`src/rtl/arp_status_regs.sv`:
```
// ARP RX status block: header shadow registers, per-type and drop counters, sticky flags and a snapshot lock behind a registered read port.
// Defining ARP_STATUS_RDCLR_EN makes counter reads destructive (clear-on-read).
module arp_status_regs #(
    parameter int          NUM_TYPES    = 4,
    parameter int          CNT_W        = 32,
    parameter int          LOCK_TIMEOUT = 1024,
    parameter logic [15:0] VERSION      = 16'h0102
) (
    input  logic        clk,
    input  logic        rst_n,
    input  logic [7:0]  i_rx_cmd_addr,
    input  logic        i_rx_pkt_rd,
    output logic [31:0] o_rx_pkt_data,
    output logic        o_rx_pkt_vld,
    input  logic        i_pkt_valid,
    input  logic [47:0] i_dst_mac,
    input  logic [47:0] i_src_mac,
    input  logic [1:0]  i_operation,
    input  logic [47:0] i_SHA,
    input  logic [31:0] i_SPA,
    input  logic [47:0] i_THA,
    input  logic [31:0] i_TPA,
    input  logic [1:0]  i_packet_type,
    input  logic        i_clr_stats
);

    localparam logic [7:0] ADDR_VERSION  = 8'h00;
    localparam logic [7:0] ADDR_DST_LO   = 8'h01;
    localparam logic [7:0] ADDR_DST_HI   = 8'h02;
    localparam logic [7:0] ADDR_SRC_LO   = 8'h03;
    localparam logic [7:0] ADDR_SRC_HI   = 8'h04;
    localparam logic [7:0] ADDR_OPER     = 8'h05;
    localparam logic [7:0] ADDR_SHA_LO   = 8'h06;
    localparam logic [7:0] ADDR_SHA_HI   = 8'h07;
    localparam logic [7:0] ADDR_SPA      = 8'h08;
    localparam logic [7:0] ADDR_THA_LO   = 8'h09;
    localparam logic [7:0] ADDR_THA_HI   = 8'h0A;
    localparam logic [7:0] ADDR_TPA      = 8'h0B;
    localparam logic [7:0] ADDR_STATUS   = 8'h0C;
    localparam logic [7:0] ADDR_CNT_BASE = 8'h10;
    localparam logic [7:0] ADDR_DROP     = 8'h14;

    localparam logic [CNT_W-1:0] CNT_MAX = '1;
    localparam int TMO_W = (LOCK_TIMEOUT > 2) ? $clog2(LOCK_TIMEOUT) : 1;
    localparam logic [TMO_W-1:0] TMO_LAST = TMO_W'((LOCK_TIMEOUT > 0) ? LOCK_TIMEOUT - 1 : 0);

    typedef enum logic {
        ST_UNLOCKED = 1'b0,
        ST_LOCKED   = 1'b1
    } lock_state_e;

    lock_state_e      state_q, state_d;
    logic [TMO_W-1:0] tmo_q, tmo_d;

    logic [47:0] dst_mac_q, dst_mac_d;
    logic [47:0] src_mac_q, src_mac_d;
    logic [1:0]  oper_q, oper_d;
    logic [47:0] sha_q, sha_d;
    logic [31:0] spa_q, spa_d;
    logic [47:0] tha_q, tha_d;
    logic [31:0] tpa_q, tpa_d;
    logic        snap_valid_q, snap_valid_d;
    logic        drop_sticky_q, drop_sticky_d;

    logic [CNT_W-1:0]     type_cnt_q [NUM_TYPES];
    logic [CNT_W-1:0]     type_cnt_d [NUM_TYPES];
    logic [NUM_TYPES-1:0] ovf_q, ovf_d;
    logic [CNT_W-1:0]     drop_cnt_q, drop_cnt_d;

    logic [31:0] rd_data_q, rd_data_d;
    logic        rd_vld_q, rd_vld_d;
    logic [31:0] rd_mux;

    logic                 locked;
    logic                 rd_lock;
    logic                 rd_unlock;
    logic                 capture;
    logic                 drop;
    logic [NUM_TYPES-1:0] type_inc;
    logic [NUM_TYPES-1:0] type_rdclr;
    logic                 drop_rdclr;
    logic [3:0]           ovf_rd;

    assign locked    = (state_q == ST_LOCKED);
    assign rd_lock   = i_rx_pkt_rd && (i_rx_cmd_addr == ADDR_DST_LO);
    assign rd_unlock = i_rx_pkt_rd && (i_rx_cmd_addr == ADDR_TPA);
    // A lock request in the same cycle as a packet freezes the old snapshot.
    assign capture   = i_pkt_valid && !locked && !rd_lock;
    assign drop      = i_pkt_valid && !capture;

    genvar gi;
    generate
        for (gi = 0; gi < NUM_TYPES; gi++) begin : g_type
            assign type_inc[gi] = i_pkt_valid && (i_packet_type == 2'(gi));
`ifdef ARP_STATUS_RDCLR_EN
            assign type_rdclr[gi] = i_rx_pkt_rd && (i_rx_cmd_addr == ADDR_CNT_BASE + 8'(gi));
`else
            assign type_rdclr[gi] = 1'b0;
`endif
        end
        for (gi = 0; gi < 4; gi++) begin : g_ovf_rd
            if (gi < NUM_TYPES) begin : g_live
                assign ovf_rd[gi] = ovf_q[gi];
            end else begin : g_tied
                assign ovf_rd[gi] = 1'b0;
            end
        end
    endgenerate

`ifdef ARP_STATUS_RDCLR_EN
    assign drop_rdclr = i_rx_pkt_rd && (i_rx_cmd_addr == ADDR_DROP);
`else
    assign drop_rdclr = 1'b0;
`endif

    // Saturating increment applied on top of an optional clear-on-read.
    function automatic logic [CNT_W-1:0] next_count(input logic [CNT_W-1:0] cur,
                                                    input logic             rd_clr,
                                                    input logic             inc);
        logic [CNT_W-1:0] base;
        base = rd_clr ? '0 : cur;
        if (inc && (base != CNT_MAX)) begin
            base = base + CNT_W'(1);
        end
        return base;
    endfunction

    always_comb begin
        state_d = state_q;
        tmo_d   = tmo_q;
        case (state_q)
            ST_UNLOCKED: begin
                tmo_d = '0;
                if (rd_lock) begin
                    state_d = ST_LOCKED;
                end
            end
            ST_LOCKED: begin
                if (i_rx_pkt_rd) begin
                    tmo_d = '0;
                    if (rd_unlock) begin
                        state_d = ST_UNLOCKED;
                    end
                end else if (LOCK_TIMEOUT != 0) begin
                    if (tmo_q == TMO_LAST) begin
                        state_d = ST_UNLOCKED;
                        tmo_d   = '0;
                    end else begin
                        tmo_d = tmo_q + TMO_W'(1);
                    end
                end
            end
            default: begin
                state_d = ST_UNLOCKED;
                tmo_d   = '0;
            end
        endcase
    end

    always_comb begin
        dst_mac_d     = dst_mac_q;
        src_mac_d     = src_mac_q;
        oper_d        = oper_q;
        sha_d         = sha_q;
        spa_d         = spa_q;
        tha_d         = tha_q;
        tpa_d         = tpa_q;
        snap_valid_d  = snap_valid_q;
        drop_sticky_d = drop_sticky_q;
        if (capture) begin
            dst_mac_d    = i_dst_mac;
            src_mac_d    = i_src_mac;
            oper_d       = i_operation;
            sha_d        = i_SHA;
            spa_d        = i_SPA;
            tha_d        = i_THA;
            tpa_d        = i_TPA;
            snap_valid_d = 1'b1;
        end
        if (drop) begin
            drop_sticky_d = 1'b1;
        end
        if (i_clr_stats) begin
            snap_valid_d  = 1'b0;
            drop_sticky_d = 1'b0;
        end
    end

    // Packet-type counting is independent of whether the header was captured.
    always_comb begin
        for (int t = 0; t < NUM_TYPES; t++) begin
            type_cnt_d[t] = next_count(type_cnt_q[t], type_rdclr[t], type_inc[t]);
            ovf_d[t]      = (ovf_q[t] && !type_rdclr[t]) ||
                            (type_inc[t] && (type_cnt_d[t] == CNT_MAX));
            if (i_clr_stats) begin
                type_cnt_d[t] = '0;
                ovf_d[t]      = 1'b0;
            end
        end
        drop_cnt_d = next_count(drop_cnt_q, drop_rdclr, drop);
        if (i_clr_stats) begin
            drop_cnt_d = '0;
        end
    end

    always_comb begin
        rd_mux = '0;
        case (i_rx_cmd_addr)
            ADDR_VERSION: rd_mux = {16'd0, VERSION};
            ADDR_DST_LO:  rd_mux = dst_mac_q[31:0];
            ADDR_DST_HI:  rd_mux = {16'd0, dst_mac_q[47:32]};
            ADDR_SRC_LO:  rd_mux = src_mac_q[31:0];
            ADDR_SRC_HI:  rd_mux = {16'd0, src_mac_q[47:32]};
            ADDR_OPER:    rd_mux = {30'd0, oper_q};
            ADDR_SHA_LO:  rd_mux = sha_q[31:0];
            ADDR_SHA_HI:  rd_mux = {16'd0, sha_q[47:32]};
            ADDR_SPA:     rd_mux = spa_q;
            ADDR_THA_LO:  rd_mux = tha_q[31:0];
            ADDR_THA_HI:  rd_mux = {16'd0, tha_q[47:32]};
            ADDR_TPA:     rd_mux = tpa_q;
            ADDR_STATUS:  rd_mux = {24'd0, ovf_rd, 1'b0, drop_sticky_q, locked, snap_valid_q};
            ADDR_DROP:    rd_mux = 32'(drop_cnt_q);
            default:      rd_mux = '0;
        endcase
        for (int t = 0; t < NUM_TYPES; t++) begin
            if (i_rx_cmd_addr == ADDR_CNT_BASE + 8'(t)) begin
                rd_mux = 32'(type_cnt_q[t]);
            end
        end
    end

    always_comb begin
        rd_vld_d  = i_rx_pkt_rd;
        rd_data_d = i_rx_pkt_rd ? rd_mux : rd_data_q;
    end

    always_ff @(posedge clk or negedge rst_n) begin
        if (!rst_n) begin
            state_q       <= ST_UNLOCKED;
            tmo_q         <= '0;
            dst_mac_q     <= '0;
            src_mac_q     <= '0;
            oper_q        <= '0;
            sha_q         <= '0;
            spa_q         <= '0;
            tha_q         <= '0;
            tpa_q         <= '0;
            snap_valid_q  <= 1'b0;
            drop_sticky_q <= 1'b0;
            for (int t = 0; t < NUM_TYPES; t++) begin
                type_cnt_q[t] <= '0;
            end
            ovf_q         <= '0;
            drop_cnt_q    <= '0;
            rd_data_q     <= '0;
            rd_vld_q      <= 1'b0;
        end else begin
            state_q       <= state_d;
            tmo_q         <= tmo_d;
            dst_mac_q     <= dst_mac_d;
            src_mac_q     <= src_mac_d;
            oper_q        <= oper_d;
            sha_q         <= sha_d;
            spa_q         <= spa_d;
            tha_q         <= tha_d;
            tpa_q         <= tpa_d;
            snap_valid_q  <= snap_valid_d;
            drop_sticky_q <= drop_sticky_d;
            for (int t = 0; t < NUM_TYPES; t++) begin
                type_cnt_q[t] <= type_cnt_d[t];
            end
            ovf_q         <= ovf_d;
            drop_cnt_q    <= drop_cnt_d;
            rd_data_q     <= rd_data_d;
            rd_vld_q      <= rd_vld_d;
        end
    end

    assign o_rx_pkt_data = rd_data_q;
    assign o_rx_pkt_vld  = rd_vld_q;

endmodule

```
`config.mk`:
```
export PLATFORM = sky130hd
export DESIGN_NAME = arp_status_regs
export DESIGN_NICKNAME = d
export VERILOG_FILES = /design/src/rtl/arp_status_regs.sv
export SDC_FILE = /design/constraint.sdc
export NUM_CORES = 1
export LEC_CHECK = 0
export BUFFER_PORTS_ARGS = -buffer_cell sky130_fd_sc_hd__buf_2
export CAP_MARGIN = 30
export CORE_AREA = 2 2 221 223
export CTS_BUF_LIST = sky130_fd_sc_hd__clkbuf_8
export DETAILED_ROUTE_END_ITERATION = 7
export DIE_AREA = 0 0 223 225
export PLACE_DENSITY = 0.76
export RECOVER_POWER = 50
export SLEW_MARGIN = 20
export SYNTH_ARGS = -nofsm -noshare
export SYNTH_HDL_FRONTEND = slang
export SYNTH_SLANG_ARGS = --single-unit
```
`constraint.sdc`:
```
create_clock -name clk -period 4.3 [get_ports clk]
set_clock_uncertainty 0.1 [all_clocks]
set_input_delay 0.215 -clock clk [delete_from_list [all_inputs] [get_ports clk]]
set_output_delay 0.215 -clock clk [all_outputs]
set_load 0.05 [all_outputs]
```
# --- After elaboration in Yosys (flattened, before gate mapping) ---
# Cells that the tools add are included.
totals:
  out_inout_bits: 33
  inputBits: 273
  register_bits: 468
  word_cells: 117
op_classes:
  n_bitwise: 1
  n_reduce_logical: 30
  add_sub_neg: 6
  mux: 31
  eq_ne: 30
ops:
  columns: ["cell", "n"]
  rows:
  - ["$mux W32", 14]
  - ["$pmux W32 S14", 1]
  - ["$add A32 B1 Y32 const B", 5]
  - ["$ne A32 B32 Y1 const B", 5]
  - ["$eq A32 B32 Y1 const B", 4]
  - ["$eq A8 B4 Y1 const B", 5]
  - ["$eq A8 B5 Y1 const B", 5]
  - ["$eq A8 B3 Y1 const B", 4]
  - ["$mux W10", 2]
  - ["$pmux W10 S2", 1]
  - ["$logic_and A1 B1 Y1", 18]
  - ["$eq A8 B2 Y1 const B", 2]
  - ["$mux W1", 12]
  - ["$add A10 B1 Y10 const B", 1]
  - ["$eq A10 B10 Y1 const B", 1]
  - ["$eq A8 B1 Y1 const B", 1]
  - ["$logic_not A8 Y1", 1]
  - ["$reduce_bool A2 Y1", 3]
  - ["$eq A2 B2 Y1 const B", 2]
  - ["$logic_or A1 B1 Y1", 4]
  - ["$logic_not A1 Y1", 3]
  - ["$eq A2 B1 Y1 const B", 1]
  - ["$logic_not A2 Y1", 1]
  - ["$pmux W1 S2", 1]
  - ["$not A1 Y1", 1]

# --- Depth between registers and ports, before layout ---
logic_depth:
  ltp_word: 9
  depth_mapped: 11
  mapped_depth_nobuf: 9

# --- Worst setup path after synthesis ---
# Ideal clock, no wire load.
synth_path:
  path_kind: "register to register"
  start: "register type_cnt_q[96] (netlist name)"
  end: "register ovf_q[0]"
  synth_period_minus_slack_ns: 2.954
  arrival_time_ns: 2.759
  path_slack_ns: 1.346
  stages_incl_launch_ff: 12
  setup_ns: 0.095
  n_path_buf: 2
  t_required_ns: 4.105
  cell_sequence: "dfrtp_1 ha_1 and3_1 clkbuf_1 and3_1 nand4_1 and2_1 buf_2 nand2_1 or4_1 a221o_1 o32ai_2"
synth_via:
  elab_chain_len: 7
  elab_cells_between_ends: 8
  classes_between: "add/sub: 1; eq/ne: 2; mux: 2; reduce/logical: 3"
synth_rtl:
  columns: ["item", "line_no", "rtl"]
  rows:
  - ["start: declaration", "65", "logic [CNT_W-1:0] type_cnt_q [NUM_TYPES];"]
  - ["start signal: indexed assignment", "270", "type_cnt_q[t] <= type_cnt_d[t];"]
  - ["branches (longest 2 deep; another with $add A32 B1 Y32)", null, null]
  - ["$mux W32 *", "122", "if (inc && (base != CNT_MAX)) begin"]
  - ["$eq A32 B32 Y1 *", "194", "(type_inc[t] && (type_cnt_d[t] == CNT_MAX));"]
  - ["$logic_and A1 B1 Y1 *", "194", null]
  - ["$logic_or A1 B1 Y1 *", "193", "ovf_d[t] = (ovf_q[t] && !type_rdclr[t]) ||"]
  - ["$mux W1 *", "195", "if (i_clr_stats) begin"]
  - ["net ovf_d[0]", "67", "logic [NUM_TYPES-1:0] ovf_q, ovf_d;"]
  - ["end signal: assignment", "272", "ovf_q <= ovf_d;"]
  - ["end: declaration", "67", null]
# Mark *: on every way through the listed nets, which the timed path passes.
# A chain may end at the register's enable or synchronous reset.

# --- Worst setup path after layout ---
layout_path:
  start: "input i_rx_pkt_rd"
  end: "register tmo_q[7]"
layout_via:
  elab_chain_len: 2
layout_rtl:
  columns: ["item", "line_no", "rtl"]
  rows:
  - ["start: declaration", "12", "input logic i_rx_pkt_rd,"]
  - ["$mux W10", "139", "if (i_rx_pkt_rd) begin"]
  - ["$pmux W10 S2", "131", "case (state_q)"]
  - ["net tmo_d[7]", "53", "logic [TMO_W-1:0] tmo_q, tmo_d;"]
  - ["end signal: assignment", "259", "tmo_q <= tmo_d;"]
  - ["end: declaration", "53", null]
# The timed path passes the listed nets, and every way through them passes these cells.

==> results.sh <==
export IMPL_met1_usage_pct=43.88
export IMPL_vias=22120
export IMPL_ant_nets=0
export IMPL_path_class="input pin to flop"
export IMPL_yosys_register_bits=468
export IMPL_ys_seq_area_share_pct=49.63
export IMPL_chipWidth_um=223
export IMPL_layout_drive_gt1_share_pct=25.98
export IMPL_yosys_top_cells_area="dfrtp_1, mux2_2, nor2_1"
export IMPL_cp_common_cell="clkbuf_1"
export IMPL_ir_worst_vdd_mv=0.3196
export IMPL_ys_async_sr_fraction_pct=100.0
export IMPL_rr_endpoint="ovf_q[0]$_DFF_PN0_"
export IMPL_power_density_nw_per_um2=371.8
export IMPL_area_delta_synth_final_pct=27.53
export IMPL_tns_ns=0
export IMPL_root_buffer="clkbuf_8"
export IMPL_cp_end_kind="flop"
export IMPL_cp_endpoint="tmo_q[7]$_DFF_PN0_"
export IMPL_max_freq_mhz=282.1
export IMPL_cp_slowest_cell="clkbuf_1"
export IMPL_grt_use_met3_pct=7.040
export IMPL_rsz0062_at_grt="false"
export IMPL_cts_buffer_depth=3
export IMPL_p_leak_nw=12.47
export IMPL_synth_cell_types=73
export IMPL_grt_util_met2_pct=57.07
export IMPL_startpoint="i_rx_pkt_rd"
export IMPL_worst_pin_slew_ns=3.047
export IMPL_initial_utilization_pct=49.63
export IMPL_rr_startpoint="type_cnt_q[96]$_DFF_PN0_"
export IMPL_hold_violations=0
export IMPL_path_cells="dlygate4sd3_1 > clkbuf_1 > clkbuf_1 > nand2b_1 > a31o_1 > nor2_1"
export IMPL_slew_viol_final=258
export IMPL_fin_area_um2=30090
export IMPL_ys_warn_count=0
export IMPL_row_count=80
export IMPL_grt_pass1_wl_um=133600
export IMPL_core_um2=47550
export IMPL_synth_main_ff_cell="dfrtp_1"
export IMPL_worstSetupStartpointType="input pin"
export IMPL_synth_edff_count=0
export IMPL_antenna_found_initial=4
export IMPL_post_cts_setup_buffers=0
export IMPL_place_hpwl_um=54290
export IMPL_avgRoutedWirePerCell_um=25.49
export IMPL_cts_buffers=80
export IMPL_cts_tree="built"
export IMPL_critPathArrivalTime_ns=3.97
export IMPL_holdBufCountCts=265
export IMPL_synth_cells=2245
export IMPL_cp_max_fo=67
export IMPL_vias_per_cell=6.362
export IMPL_required_ns=4.72
export IMPL_violations="capacitance limit, slew limit"
export IMPL_grt_busiest_layer="met2"
export IMPL_grt_total_usage_pct=35.11
export IMPL_first_pass_iters=6
export IMPL_htree_levels=3
export IMPL_hp_class="input pin to flop"
export IMPL_cap_viol_max_count=3
export IMPL_clkLatencyLatePin_ns=0.69
export IMPL_max_slew_margin_pct=-103.2
export IMPL_routed_wl_um=88620
export IMPL_rrSetupSlack_ns=0.94
export IMPL_routabilityCongestion=0.9557
export IMPL_placed_cell_area_um2=25790
export IMPL_io_pins=306
export IMPL_synth_largest_area_cell="dfrtp_1"
export IMPL_die_y_um=225
export IMPL_grt_max_degree=125
export IMPL_grt_overflow_total=0
export IMPL_finalSetupViolations=0
export IMPL_tritoncts_num_sinks=468
export IMPL_reg2regPathDepth=9
export IMPL_path_clk_slew_ns=0.07
export IMPL_fin_nets=3077
export IMPL_period_share_pct=82.44
export IMPL_drt_iter0_drc=2339
export IMPL_cts_resized=0
export IMPL_post_synth_cell_area_avg_um2=10.51
export IMPL_fp_dieArea_um2=50180
export IMPL_max_stage_delay_ns=2.17
export IMPL_status="finished with violations"
export IMPL_grt_pass1_vias=22440
export IMPL_synth_top_area_share_pct=49.63
export IMPL_fin_crit_ns=3.545
export IMPL_drc=0
export IMPL_syn_area_um2=23600
export IMPL_io_buffers=305
export IMPL_syn_nets=2524
## critical path, delay by kind of cell
kind	cells	cell delay, ns
buffers and inverters	3	2.93
and+or+nand+nor	2	0.46
AOI/OAI and AO/OA	1	0.35
## sequential cells by signal, indices dropped and copies added, names as in the netlist
name           count
type_cnt_q       128
dst_mac_q         48
sha_q             48
src_mac_q         48
tha_q             48
drop_cnt_q        32
o_rx_pkt_data     32
spa_q             32
tpa_q             32
tmo_q             10
ovf_q              4
oper_q             2
drop_sticky_q      1
locked             1
o_rx_pkt_vld       1
snap_valid_q       1
## cell families (layout without fill, tap and decap cells)
group                      after synthesis  after routing  synth area share [%]
other                                    0              5                     0
DFF                                    468            468                 49.63
xor gates and xnor gates               137            137                 5.085
muxes                                  286            286                 13.61
and+or+nand+nor                        801            801                 17.18
buffers and inverters                  175            786                 2.895
adders and majority gates                6              6                0.3181
AOI/OAI and AO/OA                      372            372                 11.28
## Yosys cell counts (18+ instances only)
| library cell | count |
|---|---|
| a21oi_1 | 58 |
| a221oi_1 | 30 |
| a222oi_1 | 24 |
| a22oi_1 | 91 |
| a31oi_1 | 33 |
| and2_1 | 18 |
| and3_1 | 33 |
| and4_1 | 20 |
| clkbuf_1 | 128 |
| dfrtp_1 | 468 |
| inv_1 | 28 |
| mux2_2 | 268 |
| nand2_1 | 142 |
| nand3_1 | 93 |
| nand4_1 | 71 |
| nor2_1 | 252 |
| nor3_1 | 47 |
| nor4_1 | 21 |
| o21ai_0 | 44 |
| or3_1 | 23 |
| xnor2_1 | 74 |
| xor2_1 | 63 |
## cell type report
| class | count | area [um2] |
|---|---|---|
| flip-flops and latches | 468 | 11710 |
| clock inverters | 35 | 220.2 |
| multi-input cells | 1602 | 11260 |
| inverters | 28 | 105.1 |
| repair buffers | 618 | 4567 |
| well taps | 615 | 769.5 |
| clock buffers | 105 | 1445 |
| diodes | 5 | 12.51 |
| fillers | 3593 | 17450 |
## how the worst min path moves through the flow
stage	cells past startpoint	start	endpoint
floorplan	0	rst_n	drop_cnt_q[0]$_DFFE_PN0P_
global placement	1	rst_n	type_cnt_q[3]$_DFF_PN0_
detailed placement	1	rst_n	type_cnt_q[3]$_DFF_PN0_
CTS	4	i_packet_type[1]	type_cnt_q[37]$_DFF_PN0_
global route	4	i_packet_type[1]	type_cnt_q[37]$_DFF_PN0_
finish	4	i_packet_type[1]	type_cnt_q[37]$_DFF_PN0_
## power by group
part	internal (mW)	leakage [nW]	switching, mW
Sequential	4.92	5.89	0.390
Clock	2.30	0.942	2.02
Combinational	0.801	5.64	0.753
## routing by layer
metal	share of wire, %	wire [um]
met5	0	0
met4	5.9	5215
met3	9.3	8203
met2	47	42010
met1	37	33190
## stage by stage
stage          worst slack (ns)  hold WS, ns  util [%]  instances  power [mW]
2_1_floorplan             1.346      -0.1806         -       2245       6.037
3_3_place_gp              1.082      0.09577     54.25       3064       6.501
3_5_place_dp              1.033      0.09495     54.25       3064       6.581
4_1_cts                   1.011      0.05371     63.37       3469       10.96
5_1_grt                  0.5395       0.1031     63.28       3474       11.50
6_report                 0.7550       0.1093     63.29       3476       11.19
## cell usage in the layout (no fill, tap or decap), drive strengths merged, types with 24 or more instances in the layout
cell type and n:
dfrtp 468, buf 314, mux2 268, dlygate4sd3 264, nor2 252, clkbuf 145
nand2 142, nand3 94, a22oi 91, xnor2 74, nand4 72, xor2 63
a21oi 58, inv 53, nor3 52, o21ai 50, and3 33, a31oi 33
a221oi 30, a222oi 24, nor4 24
(Power assumes the default switching activity.)
